File: src/rtl/sync_ncl_tx.sv
// Clocked-to-NCL boundary transmitter: single-rail valid/ready words in, flop-driven dual-rail DATA/NULL wavefronts out.
// Latency: from IDLE with ko_s=1, a word accepted at edge k is on the rails after edge k+1; ko edges take SYNC_STAGES+1 edges to act.
// Backpressure: in_ready is !full of the one-word holding register, which is freed only when a DATA wavefront returns to NULL.
module sync_ncl_tx #(
    parameter int WIDTH       = 8,
    parameter int SYNC_STAGES = 2,
    parameter int TIMEOUT     = 1024,
    parameter int CNT_W       = 16
) (
    input  logic             clk,
    input  logic             rst,
    input  logic [WIDTH-1:0] in_data,
    input  logic             in_valid,
    output logic             in_ready,
    input  logic             ko,
    output logic [WIDTH-1:0] out_t,
    output logic [WIDTH-1:0] out_f,
    output logic             busy,
    output logic             err,
    output logic [CNT_W-1:0] xfer_cnt
);

    localparam int SYNC_N = (SYNC_STAGES < 2) ? 2 : SYNC_STAGES;
    localparam int WD_W   = (TIMEOUT > 1) ? $clog2(TIMEOUT + 1) : 1;
    localparam logic [WD_W-1:0] WD_MAX  = WD_W'(TIMEOUT);
    localparam logic [WD_W-1:0] WD_LAST = WD_W'((TIMEOUT > 0) ? TIMEOUT - 1 : 0);

    typedef enum logic [1:0] {
        S_NULL = 2'd0,
        S_IDLE = 2'd1,
        S_DATA = 2'd2
    } state_t;

    state_t            state_q, state_d;
    logic [SYNC_N-1:0] ko_sync;
    logic              ko_s;
    logic [WIDTH-1:0]  hold_dat;
    logic              full;
    logic              accept;
    logic              load_data;
    logic              drop_data;
    logic              wd_run;
    logic [WD_W-1:0]   wd_cnt;

    // ko is fully asynchronous; nothing but the synchronized copy is ever looked at
    always_ff @(posedge clk or negedge rst) begin
        if (!rst) begin
            ko_sync <= '0;
        end else begin
            ko_sync <= {ko_sync[SYNC_N-2:0], ko};
        end
    end

    assign ko_s     = ko_sync[SYNC_N-1];
    assign in_ready = !full;
    assign accept   = in_valid && !full;
    assign busy     = (state_q != S_IDLE) || full;

    always_ff @(posedge clk or negedge rst) begin
        if (!rst) begin
            state_q <= S_NULL;
        end else begin
            state_q <= state_d;
        end
    end

    always_comb begin
        state_d   = state_q;
        load_data = 1'b0;
        drop_data = 1'b0;
        case (state_q)
            S_NULL: begin
                if (ko_s) begin
                    state_d = S_IDLE;
                end
            end
            S_IDLE: begin
                if (full && ko_s) begin
                    state_d   = S_DATA;
                    load_data = 1'b1;
                end
            end
            S_DATA: begin
                if (!ko_s) begin
                    state_d   = S_NULL;
                    drop_data = 1'b1;
                end
            end
            default: begin
                state_d = S_NULL;
            end
        endcase
    end

    // full is always set while in DATA, so accept and drop_data never coincide
    always_ff @(posedge clk or negedge rst) begin
        if (!rst) begin
            hold_dat <= '0;
            full     <= 1'b0;
        end else if (accept) begin
            hold_dat <= in_data;
            full     <= 1'b1;
        end else if (drop_data) begin
            full     <= 1'b0;
        end
    end

    // Rails come straight from flops and every pair switches on the same edge
    always_ff @(posedge clk or negedge rst) begin
        if (!rst) begin
            out_t <= '0;
            out_f <= '0;
        end else if (load_data) begin
            out_t <= hold_dat;
            out_f <= ~hold_dat;
        end else if (drop_data) begin
            out_t <= '0;
            out_f <= '0;
        end
    end

    always_ff @(posedge clk or negedge rst) begin
        if (!rst) begin
            xfer_cnt <= '0;
        end else if (drop_data) begin
            xfer_cnt <= xfer_cnt + 1'b1;
        end
    end

    // Watchdog only observes; a stuck downstream leaves the FSM waiting with err raised
    assign wd_run = ((state_q == S_DATA) && ko_s) || ((state_q == S_NULL) && !ko_s);

    always_ff @(posedge clk or negedge rst) begin
        if (!rst) begin
            wd_cnt <= '0;
            err    <= 1'b0;
        end else if (state_d != state_q) begin
            wd_cnt <= '0;
        end else if (wd_run) begin
            if (wd_cnt != WD_MAX) begin
                wd_cnt <= wd_cnt + 1'b1;
            end
            if ((TIMEOUT > 0) && (wd_cnt == WD_LAST)) begin
                err <= 1'b1;
            end
        end
    end

endmodule

File: config.mk
export PLATFORM = sky130hd
export DESIGN_NAME = sync_ncl_tx
export DESIGN_NICKNAME = d
export VERILOG_FILES = /design/src/rtl/sync_ncl_tx.sv
export SDC_FILE = /design/constraint.sdc
export NUM_CORES = 1
export LEC_CHECK = 0
export ABC_AREA = 1
export CORE_MARGIN = 3
export CORE_UTILIZATION = 53
export DETAILED_ROUTE_END_ITERATION = 8
export PLACE_DENSITY = 0.9
export SYNTH_ARGS = -nofsm -noshare
export SYNTH_HDL_FRONTEND = slang
export SYNTH_SLANG_ARGS = --single-unit
File: constraint.sdc
create_clock -name clk -period 2.1 [get_ports clk]
set_clock_uncertainty 0.15 [all_clocks]
set_input_delay 0.525 -clock clk [delete_from_list [all_inputs] [get_ports clk]]
set_output_delay 0.525 -clock clk [all_outputs]
set_load 0.01 [all_outputs]
==> results of run 1 <==
-- cells by family (layout without fill, tap and decap cells) --
logic type | count (synthesis) | in the layout
XOR/XNOR | 15 | 15
buffers and inverters | 48 | 104
flip-flops | 57 | 57
AO/OA/AOI/OAI | 41 | 41
AND/OR/NAND/NOR | 178 | 178
adder cells (fa/ha/maj) | 3 | 3
-- per-layer routing --
layer  vias to the layer above  GRT usage [%]
li1                       1185              -
met5                         -              0
met3                        10           6.54
met1                      1079           28.5
met4                         0           9.09
met2                        69           35.4
-- area by class of cell --
cell class / count / area [um2]
Inverter: 36 / 135
Multi-Input combinational cell: 237 / 1130
Clock buffer: 11 / 131
Sequential cell: 57 / 1430
Clock inverter: 5 / 80.1
Timing Repair Buffer: 52 / 510
Tap cell: 67 / 83.8
Fill cell: 395 / 1380
-- power breakdown --
group          internal (mW)  switching (mW)  total [mW]
Combinational          0.589           0.709        1.30
Sequential              1.41           0.217        1.62
Clock                  0.666           0.429        1.10
Total                   2.66            1.35        4.02
-- registers in the layout, indices dropped and copies added (netlist names) --
register,cells
xfer_cnt,16
wd_cnt,11
hold_dat,8
out_f,8
out_t,8
ko_sync,2
state_q,2
err,1
full,1
-- cell usage after synthesis, types with 2 or more instances --
master	n
a21oi_1	8
buf_2	6
buf_6	3
clkbuf_1	2
dfrtp_1	57
ha_1	3
inv_1	36
nand2_1	92
nand2_2	2
nand3_1	34
nand4_1	5
nor2_1	37
nor2_2	5
o21ai_0	28
o21ai_1	4
xnor2_1	11
xor2_1	4
-- metrics by stage --
step / power (mW) / area [um2] / cells / hold slack (ns) / utilization (%)
finish: 4.02 / 3500 / 465 / 0.00519 / 71.8
floorplan: 2.36 / 2780 / 342 / 0.0794 / -
global route: 4.30 / 3500 / 465 / 0.0273 / 71.8
global placement: 2.88 / 3290 / 449 / 0.184 / 67.5
CTS: 4.05 / 3500 / 465 / 0.00959 / 71.8
detailed placement: 2.93 / 3290 / 449 / 0.204 / 67.5
-- layout by cell type, fill, tap and decap left out, types with 3 or more instances in the layout --
| cell | n |
|---|---|
| nand2_1 | 92 |
| dfrtp_1 | 56 |
| clkdlybuf4s50_1 | 43 |
| nor2_1 | 37 |
| inv_1 | 36 |
| nand3_1 | 34 |
| o21ai_0 | 28 |
| xnor2_1 | 11 |
| clkbuf_8 | 9 |
| a21oi_1 | 8 |
| nor2_2 | 5 |
| nand4_1 | 5 |
| buf_4 | 5 |
| xor2_1 | 4 |
| o21ai_1 | 4 |
| ha_1 | 3 |
-- what timing repair did --
| action | 4_1_cts | 5_1_grt |
|---|---|---|
| hold buffers | 0 | 0 |
| resized for setup | 2 | 1 |
| setup buffers | 0 | 0 |
| endpoints found under the hold margin | 0 | 0 |
| endpoints found under the setup margin | 2 | 1 |
-- final timing paths --
| check | startpoint | endpoint | slack [ns] | cells after the start |
|---|---|---|---|---|
| worst max-delay path | xfer_cnt[10]$_DFFE_PN0P_ | xfer_cnt[10] | 0.05 | 1 |
| worst max register to register | wd_cnt[0]$_DFFE_PN0P_ | wd_cnt[6]$_DFFE_PN0P_ | 0.28 | 11 |
| max in group asynchronous | rst | wd_cnt[9]$_DFFE_PN0P_ | 1.21 | 2 |
| min in group clk | ko_sync[0]$_DFF_PN0_ | ko_sync[1]$_DFF_PN0_ | 0.22 | 0 |
| worst min-delay path | rst | xfer_cnt[1]$_DFFE_PN0P_ | 0.005 | 1 |
| worst min register to register | ko_sync[0]$_DFF_PN0_ | ko_sync[1]$_DFF_PN0_ | 0.22 | 0 |
==> impl_metrics.json, run 1 <==
{
  "route.detailed.drc": 0,
  "synth_top_area_share_pct": 51.4,
  "cp.buffers_inverters": 1,
  "dr.pass1.iters": 4,
  "synth-seq-cells": 57,
  "clk_pin_slew_ns": 0.07,
  "synth_top_family_by_area": "simple AND/OR/NAND/NOR gates",
  "hold_class": "primary input to async pin",
  "dp_slack_ns": 0.273,
  "grt_max_degree": 34,
  "critPathSlowestCell": "clkdlybuf4s50_1",
  "cts_sinks": 57,
  "met3_length_um": 329,
  "routabilityCongestion": 0.862,
  "rsz0062_at_grt": "no",
  "antenna_found_initial": 0,
  "synth-edff-count": 0,
  "hpwl_mm": 4.20,
  "rows": 25,
  "synthFlopType": "dfrtp_1",
  "crit_family": "buffers and inverters",
  "via_count": 2343,
  "drive_above_1_share_pct": 8.29,
  "met1_length_mm": 2.60,
  "wl_mm": 5.96,
  "drv_slew": 0,
  "p_leak_nw": 1.64,
  "synthArstFlopShare_pct": 100,
  "crit_path_cell_trace": "clkdlybuf4s50_1",
  "track_usage_pct": 22.2,
  "root_buffer": "clkbuf_8",
  "coreArea_mm2": 0.00488,
  "tightest_slew_ns": 0.505,
  "htreeDepth": 3,
  "fin_crit_sh_pct": 97.7,
  "synth_cells": 342,
  "arrival_ns": 1.38,
  "fmax_ghz": 0.487,
  "setup_tns_ns": 0,
  "gr-total-overflow": 0,
  "final-hold-violation-count": 0,
  "yosys-top-cells-area": "dfrtp_1 51%, nand2_1 12%, nand3_1 6.1%",
  "drt-vias-per-instance": 5.04,
  "yosysWarnings": 0,
  "critical_path_class": "flop to output pin",
  "syn_avg_cell_area_um2": 8.11,
  "worstPathRequired_ns": 1.42,
  "yosys.area_share.simple_pct": 27.3,
  "highest_layer": "met4",
  "synth_top_cell_by_area": "dfrtp_1",
  "synth-adder-area-share_pct": 1.35,
  "power.density_mw_per_mm2": 1150,
  "synth_xor_area_share_pct": 4.73,
  "min_period_ns": 2.05,
  "cts_buffer_depth": 2,
  "layout.nets": 408,
  "worst_ir_drop_vdd_mv": 0.787,
  "avgRoutedWirePerCell_um": 12.8,
  "diodes": 0,
  "syn_nets": 357,
  "dieArea_mm2": 0.00614,
  "cp_max_fo": 5,
  "critPathMaxStageDelay_ns": 0.58,
  "status": "complete, no violations",
  "muxShareOfSynthArea_pct": 0,
  "grt_pass1_vias": 2362,
  "die_h_um": 78.4,
  "clk_latency_ns": 0.34,
  "ios": 47,
  "synth_area_mm2": 0.00278,
  "startpoint_type": "flop",
  "relSlewSlack_pct": 66.3,
  "setup_violations": 0,
  "ys_types": 22,
  "grt_pass1_wl_mm": 10.7,
  "synth-seq-area-share_pct": 51.4,
  "dr.first_iter.drc_count": 254,
  "worst_slack_ns": 0.0478,
  "cts_buffers": 9,
  "synth-compound-area-share_pct": 7.53,
  "cp-end-kind": "output pin",
  "drv_cap": 0,
  "ant_nets": 0,
  "cts_tree": "built",
  "fp.dieW_um": 78.4,
  "start_util_pct": 56.9,
  "routed-wl-met2_mm": 2.92,
  "port_buffers": 46,
  "areaGrowthSynthToFinish_pct": 26.2
}
No activity file was read; power rests on OpenSTA's default activity.
==> inputs of run 2 (changes only) <==
--- a/config.mk
+++ b/config.mk
@@ -6,10 +6,12 @@
 export NUM_CORES = 1
 export LEC_CHECK = 0
 export ABC_AREA = 1
+export CELL_PAD_IN_SITES_DETAIL_PLACEMENT = 1
+export CELL_PAD_IN_SITES_GLOBAL_PLACEMENT = 1
 export CORE_MARGIN = 3
-export CORE_UTILIZATION = 53
+export CORE_UTILIZATION = 39
 export DETAILED_ROUTE_END_ITERATION = 8
-export PLACE_DENSITY = 0.9
+export PLACE_DENSITY = 0.75
 export SYNTH_ARGS = -nofsm -noshare
 export SYNTH_HDL_FRONTEND = slang
 export SYNTH_SLANG_ARGS = --single-unit
==> run 2 against run 1 <==
  * Final area rose by 2.3%
  * Routed wire length rose by 17%
  * Final cell count rose by 6.5%
  * Total power rose by 4.8%
  * Critical path type unchanged
  * Largest power group unchanged
  * Highest routed layer unchanged
==> impl_metrics.json, run 2 (synthesized netlist as in run 1, its figures left out) <==
{
  "status": "complete, no violations",
  "clk_pin_slew_ns": 0.07,
  "clk_latency_ns": 0.33,
  "htreeDepth": 3,
  "fin_crit_sh_pct": 97.4,
  "rsz0062_at_grt": "no",
  "cp_max_fo": 6,
  "start_util_pct": 40.6,
  "avgRoutedWirePerCell_um": 14.1,
  "critPathSlowestCell": "clkdlybuf4s50_1",
  "setup_violations": 0,
  "dp_slack_ns": 0.236,
  "regToRegSetupSlack_ns": 0.31,
  "ff2ff_path_depth": 11,
  "cts_buffers": 9,
  "grt_pass1_vias": 2509,
  "final_cell_mix": "92 x nand2_1, 55 x dfrtp_1, 43 x clkdlybuf4s50_1, 37 x nor2_1, 36 x inv_1",
  "coreArea_mm2": 0.00683,
  "dr.first_iter.drc_count": 73,
  "critPathMaxStageDelay_ns": 0.58,
  "design_area_mm2": 0.00358,
  "dr.pass1.iters": 4,
  "routabilityCongestion": 0.794,
  "antenna_found_initial": 0,
  "min_from": "ko_sync[0]$_DFF_PN0_",
  "largest_register": "xfer_cnt",
  "layout.nets": 409,
  "hold_depth": 0,
  "clockPowerShare_pct": 30.4,
  "worst_ir_drop_vdd_mv": 0.568,
  "drive_above_1_share_pct": 8.77,
  "cp.buffers_inverters": 1,
  "worst_slack_ns": 0.0553,
  "largest_register_ffs": 16,
  "wl_mm": 6.98,
  "sequentialPowerShare_pct": 38.6,
  "die_h_um": 90.4,
  "fillers": 836,
  "p_leak_nw": 1.67,
  "placed_area_mm2": 0.00333,
  "final-hold-violation-count": 0,
  "multi_input_area_mm2": 0.00113,
  "p_switching_mw": 1.38,
  "drv_slew": 0,
  "r2r_start": "wd_cnt[0]$_DFFE_PN0P_",
  "port_buffers": 46,
  "cts_sinks": 57,
  "cts_buffer_depth": 2,
  "power.density_mw_per_mm2": 1170,
  "track_usage_pct": 18.2,
  "post_cts_buffers": 0,
  "ios": 47,
  "min_period_ns": 2.04,
  "fp.dieW_um": 90.4,
  "root_buffer": "clkbuf_8",
  "route.detailed.drc": 0,
  "regArea_mm2": 0.00143,
  "setup_tns_ns": 0,
  "grt_pass1_wl_mm": 12.1,
  "diodes": 0,
  "hold_end": "ko_sync[1]$_DFF_PN0_",
  "arrival_ns": 1.37,
  "rows": 30,
  "gr-total-overflow": 0,
  "relSlewSlack_pct": 65.9,
  "switching_share_pct": 32.9,
  "hpwl_mm": 4.86,
  "drv_cap": 0,
  "hold_class": "flop to flop",
  "crit_family": "buffers and inverters",
  "layout_commonest_cell": "nand2_1",
  "cp-end-kind": "output pin",
  "via_count": 2399,
  "comb_power_share_pct": 31.0,
  "intPower_mw": 2.82,
  "drt-vias-per-instance": 4.85,
  "fmax_ghz": 0.489,
  "rr_endpoint": "wd_cnt[5]$_DFFE_PN0P_",
  "areaGrowthSynthToFinish_pct": 29.1,
  "startpoint_type": "flop",
  "worstPathRequired_ns": 1.42,
  "grt_max_degree": 35,
  "top_regs": "xfer_cnt x16, wd_cnt x11",
  "dieArea_mm2": 0.00816,
  "crit_path_cell_trace": "clkdlybuf4s50_1",
  "tightest_slew_ns": 0.510,
  "cts_tree": "built",
  "ant_nets": 0,
  "critical_path_class": "flop to output pin"
}
## run 2: cell type report
type | count | area share, %
clock inverters | 5 | 2.86
multi-input cells | 237 | 31.7
well taps | 96 | 3.35
inverters | 36 | 3.77
flip-flops and latches | 57 | 39.9
clock buffers | 11 | 3.95
repair buffers | 53 | 14.5
## run 2: repair_timing
item | in CTS | in global routing
endpoints found under the setup margin | 2 | 2
hold buffers | 1 | 0
endpoints found under the hold margin | 8 | 0
resized for setup | 2 | 2
pin swaps | 0 | 0
## run 2: worst max-delay path by stage
| stage | start | slack [ns] | endpoint | cells past startpoint |
|---|---|---|---|---|
| floorplan | wd_cnt[0]$_DFFE_PN0P_ | 0.63 | wd_cnt[10]$_DFFE_PN0P_ | 10 |
| global placement | state_q[0]$_DFF_PN0_ | 0.30 | busy | 4 |
| detailed placement | in_valid | 0.24 | hold_dat[6]$_DFFE_PN0P_ | 4 |
| CTS | xfer_cnt[3]$_DFFE_PN0P_ | 0.02 | xfer_cnt[3] | 1 |
| global route | xfer_cnt[7]$_DFFE_PN0P_ | 0.007 | xfer_cnt[7] | 1 |
| finish | xfer_cnt[7]$_DFFE_PN0P_ | 0.06 | xfer_cnt[7] | 1 |
## run 2: routing by layer
| layer | vias up | track usage (%) | wire, um |
|---|---|---|---|
| met2 | 51 | 28.9 | 3260 |
| met3 | 13 | 3.33 | 257 |
| met1 | 1155 | 24.1 | 3300 |
| met5 | - | 0 | 0 |
| met4 | 0 | 8.29 | 159 |
| li1 | 1180 | - | - |
## run 2: through the flow
| stage | hold slack, ns | util, % | power, mW | cells |
|---|---|---|---|---|
| after global placement | 0.185 | 48.7 | 2.92 | 478 |
| after detailed placement | 0.190 | 48.7 | 2.97 | 478 |
| final | 0.203 | 52.5 | 4.21 | 495 |
| after global routing | 0.219 | 52.5 | 4.52 | 495 |
| after floorplan | 0.0794 | - | 2.36 | 342 |
| after CTS | 0.204 | 52.4 | 4.27 | 495 |
## run 2: power by group through the flow
| stage | combinational, mW | sequential [mW] | clock (mW) |
|---|---|---|---|
| after global routing | 1.48 | 1.67 | 1.36 |
| final | 1.30 | 1.62 | 1.28 |
| after CTS | 1.33 | 1.63 | 1.31 |
| after detailed placement | 1.33 | 1.64 | 0 |
| after floorplan | 0.690 | 1.67 | 0 |
| after global placement | 1.29 | 1.63 | 0 |
==> inputs of run 3 (changes only) <==
--- a/config.mk
+++ b/config.mk
@@ -12,6 +12,7 @@
 export CORE_UTILIZATION = 39
 export DETAILED_ROUTE_END_ITERATION = 8
 export PLACE_DENSITY = 0.75
+export SKIP_LAST_GASP = 1
 export SYNTH_ARGS = -nofsm -noshare
 export SYNTH_HDL_FRONTEND = slang
 export SYNTH_SLANG_ARGS = --single-unit
==> results of run 3 <==
The final DEF is identical to that of run 2; final timing and power are the same.
